## src/rtl/half_to_int_pkg.sv

```systemverilog
// Shared definitions for the binary16 <-> int16 converter pair.
// Holds the sequencer state encoding, binary16 field widths and the
// int16 saturation limits so the integer-to-half block can reuse them.
package half_to_int_pkg;

    typedef enum logic [2:0] {
        IDLE,
        CLASSIFY,
        SHIFT,
        APPLY_SIGN,
        DONE
    } state_t;

    localparam int unsigned EXP_W    = 5;
    localparam int unsigned FRAC_W   = 10;
    localparam int unsigned EXP_BIAS = 15;
    localparam int unsigned INT_W    = 16;
    localparam int unsigned SIG_W    = FRAC_W + 1;
    localparam int unsigned EXPU_W   = EXP_W + 1;
    localparam int unsigned CNT_W    = 4;

    localparam logic [INT_W-1:0] INT16_MAX = 16'h7FFF;
    localparam logic [INT_W-1:0] INT16_MIN = 16'h8000;

    // Saturated int16 value for the given sign.
    function automatic logic [INT_W-1:0] saturate(input logic sign);
        return sign ? INT16_MIN : INT16_MAX;
    endfunction

endpackage

```

## src/rtl/half_to_int_fp16_classify.sv

```systemverilog
// fp16_classify: combinational field decode of a binary16 word.
// Ports:
//   word           - binary16 operand {sign, exp[4:0], frac[9:0]}
//   sign           - sign bit
//   is_nan         - exp all ones, frac non-zero
//   is_inf         - exp all ones, frac zero
//   is_zero_or_sub - exp zero (zero or subnormal)
//   frac_zero      - fraction field is zero
//   exp_unb        - unbiased exponent exp-15 (signed)
//   signif         - significand with hidden one {1, frac}
module fp16_classify
    import half_to_int_pkg::*;
(
    input  logic [INT_W-1:0]         word,
    output logic                     sign,
    output logic                     is_nan,
    output logic                     is_inf,
    output logic                     is_zero_or_sub,
    output logic                     frac_zero,
    output logic signed [EXPU_W-1:0] exp_unb,
    output logic [SIG_W-1:0]         signif
);

    logic [EXP_W-1:0]  exp_f;
    logic [FRAC_W-1:0] frac_f;

    assign sign           = word[INT_W-1];
    assign exp_f          = word[INT_W-2 -: EXP_W];
    assign frac_f         = word[FRAC_W-1:0];
    assign frac_zero      = (frac_f == '0);
    assign is_nan         = (exp_f == '1) && !frac_zero;
    assign is_inf         = (exp_f == '1) && frac_zero;
    assign is_zero_or_sub = (exp_f == '0);
    assign exp_unb        = signed'(EXPU_W'({1'b0, exp_f}) - EXPU_W'(EXP_BIAS));
    assign signif         = {1'b1, frac_f};

endmodule

```

## src/rtl/half_to_int.sv

```systemverilog
// half_to_int: sequential binary16 -> signed int16 converter.
// Alignment is done by a one-bit-per-cycle shifter, so latency depends on
// the exponent. Default build truncates toward zero; define
// ROUND_NEAREST_EN for round-half-to-even (also routes e==-1 through the
// shifter so values in (0.5,1) round to 1).
// Ports:
//   clk     - clock, rising edge
//   reset   - synchronous active-high reset
//   dataIn  - binary16 operand, captured in IDLE when R_I=1
//   R_I     - request, only sampled in IDLE
//   dataOut - int16 result, updated on entry to DONE, held otherwise
//   R_O     - one-cycle pulse while in DONE
//   err     - NaN / Inf / out-of-range flag, valid with R_O, held
module half_to_int
    import half_to_int_pkg::*;
#(
    parameter logic [15:0] NAN_VALUE = 16'h0000
) (
    input  logic             clk,
    input  logic             reset,
    input  logic [INT_W-1:0] dataIn,
    input  logic             R_I,
    output logic [INT_W-1:0] dataOut,
    output logic             R_O,
    output logic             err
);

    localparam logic signed [EXPU_W-1:0] E_ALIGN   = 6'sd10;
    localparam logic signed [EXPU_W-1:0] E_INT_MAX = 6'sd15;
`ifdef ROUND_NEAREST_EN
    localparam logic signed [EXPU_W-1:0] E_MIN     = -6'sd1;
`else
    localparam logic signed [EXPU_W-1:0] E_MIN     = 6'sd0;
`endif

    state_t             state;
    logic [INT_W-1:0]   word_q;
    logic [INT_W-1:0]   acc;
    logic [CNT_W-1:0]   cnt;
    logic               dir_left;
`ifdef ROUND_NEAREST_EN
    logic               guard;
    logic               sticky;
`endif

    logic                     c_sign;
    logic                     c_nan;
    logic                     c_inf;
    logic                     c_zero;
    logic                     c_frac_zero;
    logic signed [EXPU_W-1:0] c_exp;
    logic [SIG_W-1:0]         c_signif;

    logic                     too_big;
    logic [CNT_W-1:0]         shift_cnt;
    logic [INT_W-1:0]         mag;

    fp16_classify u_classify (
        .word           (word_q),
        .sign           (c_sign),
        .is_nan         (c_nan),
        .is_inf         (c_inf),
        .is_zero_or_sub (c_zero),
        .frac_zero      (c_frac_zero),
        .exp_unb        (c_exp),
        .signif         (c_signif)
    );

    // Out of int16 range; exactly -32768 is the one e==15 value that fits.
    assign too_big = (c_exp > E_INT_MAX) ||
                     ((c_exp == E_INT_MAX) && !(c_sign && c_frac_zero));

    // Shift distance |e-10| between the significand's LSB and the unit bit.
    always_comb begin
        shift_cnt = '0;
        if (c_exp >= E_ALIGN) shift_cnt = CNT_W'(c_exp - E_ALIGN);
        else                  shift_cnt = CNT_W'(E_ALIGN - c_exp);
    end

    // Final magnitude, rounded half-to-even before negation when enabled.
    always_comb begin
        mag = acc;
`ifdef ROUND_NEAREST_EN
        mag = acc + INT_W'(guard & (sticky | acc[0]));
`endif
    end

    // Conversion sequencer with registered outputs.
    always_ff @(posedge clk) begin
        if (reset) begin
            state    <= IDLE;
            word_q   <= '0;
            acc      <= '0;
            cnt      <= '0;
            dir_left <= 1'b0;
            dataOut  <= '0;
            R_O      <= 1'b0;
            err      <= 1'b0;
`ifdef ROUND_NEAREST_EN
            guard    <= 1'b0;
            sticky   <= 1'b0;
`endif
        end else begin
            R_O <= 1'b0;
            case (state)
                IDLE: begin
                    if (R_I) begin
                        word_q <= dataIn;
                        state  <= CLASSIFY;
                    end
                end

                CLASSIFY: begin
`ifdef ROUND_NEAREST_EN
                    guard  <= 1'b0;
                    sticky <= 1'b0;
`endif
                    if (c_nan) begin
                        dataOut <= NAN_VALUE;
                        err     <= 1'b1;
                        R_O     <= 1'b1;
                        state   <= DONE;
                    end else if (c_inf || (!c_zero && too_big)) begin
                        dataOut <= saturate(c_sign);
                        err     <= 1'b1;
                        R_O     <= 1'b1;
                        state   <= DONE;
                    end else if (c_zero || (c_exp < E_MIN)) begin
                        dataOut <= '0;
                        err     <= 1'b0;
                        R_O     <= 1'b1;
                        state   <= DONE;
                    end else begin
                        acc      <= INT_W'(c_signif);
                        cnt      <= shift_cnt;
                        dir_left <= (c_exp >= E_ALIGN);
                        state    <= (shift_cnt != '0) ? SHIFT : APPLY_SIGN;
                    end
                end

                SHIFT: begin
                    if (dir_left) begin
                        acc <= acc << 1;
                    end else begin
                        acc <= acc >> 1;
`ifdef ROUND_NEAREST_EN
                        guard  <= acc[0];
                        sticky <= sticky | guard;
`endif
                    end
                    cnt <= cnt - CNT_W'(1);
                    if (cnt == CNT_W'(1)) state <= APPLY_SIGN;
                end

                // Two's-complement negate mod 2^16; -32768 maps to 0x8000.
                APPLY_SIGN: begin
                    dataOut <= c_sign ? (~mag + INT_W'(1)) : mag;
                    err     <= 1'b0;
                    R_O     <= 1'b1;
                    state   <= DONE;
                end

                DONE: begin
                    state <= IDLE;
                end

                default: begin
                    state <= IDLE;
                end
            endcase
        end
    end

endmodule

```

## config.mk

```make
export PLATFORM = sky130hd
export DESIGN_NAME = half_to_int
export DESIGN_NICKNAME = d
export VERILOG_FILES = /design/src/rtl/half_to_int_pkg.sv /design/src/rtl/half_to_int_fp16_classify.sv /design/src/rtl/half_to_int.sv
export SDC_FILE = /design/constraint.sdc
export NUM_CORES = 1
export LEC_CHECK = 0
export ABC_CLOCK_PERIOD_IN_PS = 2900
export CAP_MARGIN = 20
export CORE_AREA = 2 2 61 106
export DETAILED_ROUTE_END_ITERATION = 16
export DIE_AREA = 0 0 63 108
export GPL_TIMING_DRIVEN = 0
export PLACE_DENSITY = 0.75
export SETUP_SLACK_MARGIN = 0.02
export SYNTH_ARGS = -nofsm -noshare
export SYNTH_HDL_FRONTEND = slang
export SYNTH_SLANG_ARGS = --single-unit
```

## constraint.sdc

```tcl
create_clock -name clk -period 2.9 [get_ports clk]
set_input_delay 0.58 -clock clk [delete_from_list [all_inputs] [get_ports clk]]
set_output_delay 0.58 -clock clk [all_outputs]
set_load 0.1 [all_outputs]
```

==> qor.txt, run 1 <==
HPWL after DPL = 5.807 mm
Compound-Gate Fraction of Synth Area = 21.48%
Starting density of the core = 55.29%
Period Utilization, post-route = 92.34%
Setup violators final = 0
Largest net degree at the start of global routing = 12
RePlAce Congestion = 0.8530
Antenna cell count = 0
Post-synthesis register bit count = 58
Simple-gate share of the synthesized area = 22.44%
I/O pins = 37
Library cells used by synthesis = 55
Worst EP arrival = 2.88 ns
CP Class = flip-flop to flip-flop
Final Skew = 0.008111 ns
CP Max Fanout = 11
TNS Setup = 0 ns
Hold Fails Final Rpt = 0
Fillers = 545
Unrepaired setup endpoints after global routing = false
Mapped Nets = 436
Gate Count Post-Synth = 403
Area leader, netlist = dfxtp_1
Number of DRC markers in iteration 0 = 94
Sequential area share after synthesis = 35.72%
Routed WL = 7.670 mm
CP Launch Type = flip-flop
Wirelength per Cell = 14.42 um
First-pass GRT wire length = 13.03 mm
DRT antenna net count = 0
# hold bufs at CTS = 0
Adder-Cell Fraction of Synth Area = 5.389%
Largest cells by area after synthesis = dfxtp_1, nand2_1, a21oi_1, ha_1, mux2i_1
Worst slew margin = 24.56%
Clk buf depth = 2
Chip width = 63 um
Number of synthesized flops with an enable pin = 0
Initial antenna violation count = 0
PnR worst setup slack = 0.2220 ns
Max-slew violation count = 0
Die area = 6804 um2
Root Buffer = clkbuf_8
Min-delay worst type = flip-flop to flip-flop
Max Cap Viol = 0
Mux share of post-synthesis cell area = 4.927%
DP Worst Slack = 0.05293 ns
Placement Rows = 37
VDD IR max = 302.1 uV
Worst setup EP type = flip-flop
CTS sink count = 58
Total track usage = 24.69%
Via count = 2921
TritonCTS Buffers = 9
Grt ovf = 0
Clk_lat worst skew = 0.35 ns
Worst-path clk slew = 0.06 ns
Synth Area per Inst = 8.066 um2
Max frequency = 0.3734 GHz
Die H = 108 um
Fin nets = 484
CTS tree = done
H-tree levels = 3
DRT Pass-1 Iters = 4
Core Region = 5879 um2
Synth warnings = 0
Primary FF master, synth = dfxtp_1
Share of cells above drive strength 1 = 7.269%
Xor and xnor area share after synthesis = 4.850%
# port buffers = 36
Vias in the first global route = 2828
Status = complete, no violations
CP required = 3.10 ns
Main combinational cell family by area after synthesis = simple AND/OR/NAND/NOR gates
Leakage dissipation = 1.331 nW
Async S/R FF share, synth = 0%
Number of remaining DRC errors = 0
Slew @ Worst Pin = 1.123 ns
Post-Syn Area = 3251 um2
Area delta synth->final = 19.63%
Via/cell ratio = 5.491
Share of the synthesized area in the top cell type = 35.72%
Crit path time final = 2.678 ns
PwrDens = 499.6 nW/um2
## final timing paths
kind                            slack [ns]               startpoint  cells past startpoint                 endpoint
worst max-delay path                  0.22  word_q[10]$_SDFFE_PP0P_                      9  dataOut[3]$_SDFFE_PP0P_
worst min-delay path                  0.47         err$_SDFFE_PP0P_                      2         err$_SDFFE_PP0P_
worst max register to register        0.22  word_q[10]$_SDFFE_PP0P_                      9  dataOut[3]$_SDFFE_PP0P_
worst min register to register        0.47         err$_SDFFE_PP0P_                      2         err$_SDFFE_PP0P_
## area by class of cell
type                            instances  area, um2  share of cell area, %
Buffer                                 27      123.9                  3.185
Clock buffer                           14      152.6                  3.925
Inverter                               12      45.04                  1.158
Multi-Input combinational cell        306       1941                  49.90
Sequential cell                        58       1161                  29.86
Tap cell                               78      97.59                  2.510
Timing Repair Buffer                   37      367.9                  9.459
## repair_timing
action,CTS,global route
setup buffers,0,1
endpoints found under the setup margin,1,19
resized for setup,1,2
pin swaps,0,1
endpoints found under the hold margin,0,0
gates cloned,0,0
## power by group
group          internal [mW]  switching [mW]
Sequential             0.839          0.0321
Combinational          0.141           0.306
Clock                  0.325           0.300
## flip-flops by register name (all words and copies together), names as in the netlist
| signal | flops |
|---|---|
| R_O | 1 |
| acc | 16 |
| cnt | 4 |
| dataOut | 16 |
| dir_left | 1 |
| err | 1 |
| state | 3 |
| word_q | 16 |
## per-layer routing
metal | part of all wire, % | GRT usage (%) | up-vias
met5 | 0 | 0 | -
met3 | 3.6 | 4.579 | 16
met1 | 39 | 24.26 | 1336
met4 | 2.3 | 13.33 | 0
met2 | 55 | 47.72 | 65
li1 | - | - | 1504
## cells in the mapped netlist, drive strengths merged (2+ instances only)
| cell | instances |
|---|---|
| a211oi | 20 |
| a21boi | 3 |
| a21oi | 37 |
| a221o | 2 |
| a311oi | 2 |
| a31oi | 3 |
| buf | 8 |
| clkbuf | 19 |
| dfxtp | 58 |
| ha | 14 |
| inv | 12 |
| mux2i | 16 |
| nand2 | 79 |
| nand2b | 9 |
| nand3 | 3 |
| nand3b | 2 |
| nor2 | 37 |
| nor2b | 4 |
| nor3 | 7 |
| nor4 | 3 |
| o211ai | 9 |
| o21a | 2 |
| o21ai | 9 |
| o31ai | 4 |
| o41ai | 4 |
| or3 | 2 |
| or4 | 4 |
| xnor2 | 13 |
| xor2 | 5 |
## critical path, stage by stage, from the launching register on
cell and delay, ns:
dfxtp_1 0.42, ha_1 0.30, and3_1 0.19, ha_1 0.34, nand3_1 0.13, a221o_2 0.42, a21oi_2 0.21, a21boi_4 0.29
buf_6 0.18, a211oi_1 0.07
## cell families (layout without fill, tap and decap cells)
logic type | after synthesis | after routing
adders and majority gates | 14 | 14
buffers and inverters | 39 | 90
DFF | 58 | 58
AOI/OAI and AO/OA | 102 | 102
xor gates and xnor gates | 18 | 18
and+or+nand+nor | 156 | 156
muxes | 16 | 16
## stage by stage
step           hold slack (ns)  cell area, um2  std cells  util [%]  power (mW)
2_1_floorplan           0.4411            3251        403         -       1.217
3_3_place_gp            0.4553            3709        517     63.08       1.327
3_5_place_dp            0.4635            3709        517     63.08       1.334
4_1_cts                 0.4713            3870        531     65.82       1.957
5_1_grt                 0.4888            3889        532     66.14       2.025
6_report                0.4687            3889        532     66.14       1.943
## layout by cell type, fill, tap and decap left out, types with 13 or more instances in the layout
cell	netlist	layout
a211oi_1	20	20
a21oi_1	36	35
clkbuf_1	18	22
clkdlybuf4s50_1	0	36
dfxtp_1	58	58
ha_1	14	14
mux2i_1	16	16
nand2_1	79	79
nor2_1	37	37
xnor2_1	13	13
Power figures use the tool's default switching activity.
==> inputs of run 2 (changes only) <==
--- a/config.mk
+++ b/config.mk
@@ -5,7 +5,7 @@
 export SDC_FILE = /design/constraint.sdc
 export NUM_CORES = 1
 export LEC_CHECK = 0
-export ABC_CLOCK_PERIOD_IN_PS = 2900
+export ABC_CLOCK_PERIOD_IN_PS = 2800
 export CAP_MARGIN = 20
 export CORE_AREA = 2 2 61 106
 export DETAILED_ROUTE_END_ITERATION = 16
==> constraint.sdc (replaced) <==
create_clock -name clk -period 2.8 [get_ports clk]
set_input_delay 0.56 -clock clk [delete_from_list [all_inputs] [get_ports clk]]
set_output_delay 0.56 -clock clk [all_outputs]
set_load 0.1 [all_outputs]
==> run 2 against run 1 <==
Wire length grew 0.81%. Clock skew shrank 0.0015 ns. Largest cell class unchanged. Sequential power grew 3.7%. First-iteration DRC count is the same. Largest power group unchanged. Global-route usage is the same. Critical endpoint unchanged.
==> qor.txt, run 2 (synthesized netlist as in run 1, its figures left out) <==
Worst setup EP type = flip-flop
Via/cell ratio = 5.513
Antenna cell count = 0
First-pass GRT wire length = 13.03 mm
CP Launch Type = flip-flop
Core Region = 5879 um2
CP Class = flip-flop to flip-flop
DRT antenna net count = 0
Largest net degree at the start of global routing = 12
Via count = 2933
Share of cells above drive strength 1 = 7.930%
Die area = 6804 um2
Commonest non-fill, non-tap cell in the layout = nand2_1
Hold Fails Final Rpt = 0
Placement Rows = 37
Worst-path clk slew = 0.06 ns
# hold bufs at CTS = 0
Worst slew margin = 27.07%
CTS tree = done
H-tree levels = 3
HPWL after DPL = 5.807 mm
RePlAce Congestion = 0.8530
Grt ovf = 0
Fin nets = 484
Max Cap Viol = 0
CTS sink count = 58
Placed Area = 3709 um2
Chip width = 63 um
Area delta synth->final = 20.05%
CP required = 3.01 ns
Min-delay worst type = flip-flop to flip-flop
Clk_lat worst skew = 0.35 ns
Number of DRC markers in iteration 0 = 94
Max-slew violation count = 0
Crit path time final = 2.599 ns
Final Skew = 0.006658 ns
Max frequency = 0.3848 GHz
TNS Setup = 0 ns
VDD IR max = 313.6 uV
Clk buf depth = 2
# port buffers = 36
Regs by FF count = acc: 16 flops, dataOut: 16 flops, word_q: 16 flops
Finished Cell Area = 3902 um2
Status = complete, no violations
DRT Pass-1 Iters = 6
Period Utilization, post-route = 92.82%
Most frequent cells in the layout = nand2_1, dfxtp_1, nor2_1
Wirelength per Cell = 14.53 um
Starting density of the core = 55.29%
Unrepaired setup endpoints after global routing = false
PwrDens = 516.6 nW/um2
Root Buffer = clkbuf_8
Vias in the first global route = 2828
Overall power = 2.016 mW
TritonCTS Buffers = 9
Die H = 108 um
Initial antenna violation count = 0
Leakage dissipation = 1.328 nW
Setup violators final = 0
Total track usage = 24.69%
Worst EP arrival = 2.81 ns
Slew @ Worst Pin = 1.086 ns
Number of remaining DRC errors = 0
CP Max Fanout = 10
Routed WL = 7.732 mm
I/O pins = 37
-- run 2: changes by cell type in the layout (fill, tap and decap cells not counted), sizes merged --
cell,change
buf,-1
clkbuf,+1
-- run 2: layout make-up --
class                   count  area, um2
fillers                   544       1977
plain buffers              27      126.4
multi-input cells         306       1951
inverters                  12      45.04
clock buffers              14      152.6
flip-flops and latches     58       1162
repair buffers             37      367.9
well taps                  78      97.59
-- run 2: critical path, stage by stage, from the launching register on --
cell      delay, ns
dfxtp_1        0.39
ha_2           0.25
and3_1         0.19
ha_1           0.34
nand3_1        0.13
a221o_2        0.42
a21oi_2        0.21
a21boi_4       0.29
buf_6          0.18
a211oi_1       0.07
-- run 2: per-stage QoR --
stage | util [%] | worst slack [ns] | hold WS, ns | cells
floorplan | - | 0.4296 | 0.4411 | 403
global placement | 63.08 | -0.01934 | 0.4553 | 517
detailed placement | 63.08 | -0.04707 | 0.4635 | 517
CTS | 65.82 | 0.03544 | 0.4713 | 531
global route | 66.38 | 0.07140 | 0.4888 | 532
finish | 66.38 | 0.2011 | 0.4689 | 532
-- run 2: repair_timing --
item,in CTS,in global routing
pin swaps,0,1
setup buffers,0,1
setup endpoints to repair,9,30
resized for setup,1,6
-- run 2: path summary, 6_finish.rpt --
path / start / end / slack, ns / cells past startpoint
worst max-delay path: word_q[11]$_SDFFE_PP0P_ / dataOut[3]$_SDFFE_PP0P_ / 0.20 / 9
worst min-delay path: err$_SDFFE_PP0P_ / err$_SDFFE_PP0P_ / 0.47 / 2
worst max register to register: word_q[11]$_SDFFE_PP0P_ / dataOut[3]$_SDFFE_PP0P_ / 0.20 / 9
worst min register to register: err$_SDFFE_PP0P_ / err$_SDFFE_PP0P_ / 0.47 / 2
-- run 2: routing by layer --
metal / vias up / global-route usage [%] / routed length (um)
li1: 1503 / - / -
met5: - / 0 / 0
met1: 1320 / 24.26 / 2938
met3: 24 / 4.579 / 326
met4: 0 / 13.33 / 243
met2: 86 / 47.72 / 4224
-- run 2: report_power, final --
part           internal [mW]  switching [mW]  leakage [nW]
registers              0.869          0.0339         0.473
logic                  0.147           0.317         0.778
clock network          0.337           0.313        0.0766
total                   1.35           0.664          1.33
==> inputs of run 3 (changes only) <==
--- a/config.mk
+++ b/config.mk
@@ -12,6 +12,7 @@
 export DIE_AREA = 0 0 63 108
 export GPL_TIMING_DRIVEN = 0
 export PLACE_DENSITY = 0.75
+export RECOVER_POWER = 25
 export SETUP_SLACK_MARGIN = 0.02
 export SYNTH_ARGS = -nofsm -noshare
 export SYNTH_HDL_FRONTEND = slang
==> run 3 against run 2 <==
Clock power is essentially flat. Wire length shrank 0.79%. Die area is the same. Critical path type unchanged. Sequential cell count is the same. Critical endpoint unchanged.
==> qor.txt, run 3 (synthesized netlist as in run 1, its figures left out) <==
Share of cells above drive strength 1 = 7.709%
Clk buf depth = 2
I/O pins = 37
Antenna cell count = 0
CTS sink count = 58
RePlAce Congestion = 0.8530
Overall power = 2.015 mW
# port buffers = 36
Finished Cell Area = 3899 um2
Root Buffer = clkbuf_8
Area of the multi-input gates = 1951 um2
TritonCTS Buffers = 9
Status = complete, no violations
Clk_lat worst skew = 0.35 ns
Slew @ Worst Pin = 1.093 ns
Largest net degree at the start of global routing = 12
Worst EP arrival = 2.80 ns
Placed Area = 3709 um2
CTS tree = done
First-pass GRT wire length = 13.03 mm
CP Max Fanout = 10
Hold Fails Final Rpt = 0
Max Cap Viol = 0
Crit path time final = 2.596 ns
Max frequency = 0.3852 GHz
Starting density of the core = 55.29%
PwrDens = 516.7 nW/um2
Fillers = 546
Final Skew = 0.006347 ns
Routed WL = 7.671 mm
Vias in the first global route = 2828
DRT antenna net count = 0
Regs by FF count = acc: 16 flops, dataOut: 16 flops, word_q: 16 flops
Number of remaining DRC errors = 0
Via count = 2918
CP required = 3.01 ns
Chip width = 63 um
CP Launch Type = flip-flop
Placement Rows = 37
Via/cell ratio = 5.485
PnR worst setup slack = 0.2041 ns
Setup violators final = 0
DP Worst Slack = -0.04707 ns
Min-delay worst type = flip-flop to flip-flop
Grt ovf = 0
Unrepaired setup endpoints after global routing = false
VDD IR max = 314.2 uV
Max-slew violation count = 0
Initial antenna violation count = 0
Die area = 6804 um2
Period Utilization, post-route = 92.71%
Worst setup EP type = flip-flop
Fin nets = 484
Worst slew margin = 26.56%
CP Class = flip-flop to flip-flop
HPWL after DPL = 5.807 mm
H-tree levels = 3
Total track usage = 24.69%
Core Region = 5879 um2
Number of DRC markers in iteration 0 = 102
Area delta synth->final = 19.94%
Leakage dissipation = 1.326 nW
# hold bufs at CTS = 0
Commonest non-fill, non-tap cell in the layout = nand2_1
Worst-path clk slew = 0.06 ns
DRT Pass-1 Iters = 4
Wirelength per Cell = 14.42 um
Die H = 108 um
Most frequent cells in the layout = nand2_1, dfxtp_1, nor2_1
R2r setup slk = 0.20 ns
Sequential Area = 1162 um2
## run 3: cell count changes in the layout (fill, tap and decap cells not counted), sizes merged
| cell | change |
|---|---|
| dlygate4sd3 | +3 |
| clkbuf | +1 |
| buf | -1 |
| clkdlybuf4s50 | -3 |
## run 3: worst paths after layout
check,from,endpoint,depth (start not counted)
max reg2reg,word_q[11]$_SDFFE_PP0P_,dataOut[3]$_SDFFE_PP0P_,9
min,err$_SDFFE_PP0P_,err$_SDFFE_PP0P_,2
min reg2reg,err$_SDFFE_PP0P_,err$_SDFFE_PP0P_,2
max,word_q[11]$_SDFFE_PP0P_,dataOut[3]$_SDFFE_PP0P_,9
## run 3: per-stage QoR
stage	TNS [ns]	std cells	util, %	hold slack [ns]
2_1_floorplan	0	403	-	0.4411
3_3_place_gp	-0.02634	517	63.08	0.4553
4_1_cts	0	531	65.82	0.4713
3_5_place_dp	-0.1866	517	63.08	0.4635
6_report	0	532	66.31	0.4689
5_1_grt	0	532	66.31	0.4888
## run 3: metal layers
metal  track usage [%]  wire (um)
met1             24.26       2940
met4             13.33        227
met5                 0          0
met2             47.72       4199
met3             4.579        304
## run 3: final cells by class
| type | count | area share (%) |
|---|---|---|
| multi-input combinational | 306 | 50.03 |
| sequential | 58 | 29.81 |
| timing repair buffer | 37 | 9.339 |
| clock buffer | 14 | 3.915 |
| buffer | 27 | 3.241 |
| tap | 78 | 2.503 |
| inverter | 12 | 1.155 |
## run 3: repair_timing
action / 4_1_cts / 5_1_grt
setup endpoints to repair: 9 / 30
hold endpoints to repair: 0 / 0
pin swaps: 0 / 1
setup buffers: 0 / 1
gates resized for setup: 1 / 6
cloned: 0 / 0
## run 3: critical path, stage by stage, from the launching register on
cell	delay, ns
dfxtp_1	0.39
ha_2	0.25
and3_1	0.19
ha_1	0.34
nand3_1	0.13
a221o_2	0.41
a21oi_2	0.21
a21boi_4	0.29
buf_6	0.18
a211oi_1	0.07
## run 3: power breakdown
| part | switching (mW) | internal (mW) |
|---|---|---|
| Clock | 0.313 | 0.337 |
| Sequential | 0.0340 | 0.869 |
| Combinational | 0.317 | 0.145 |
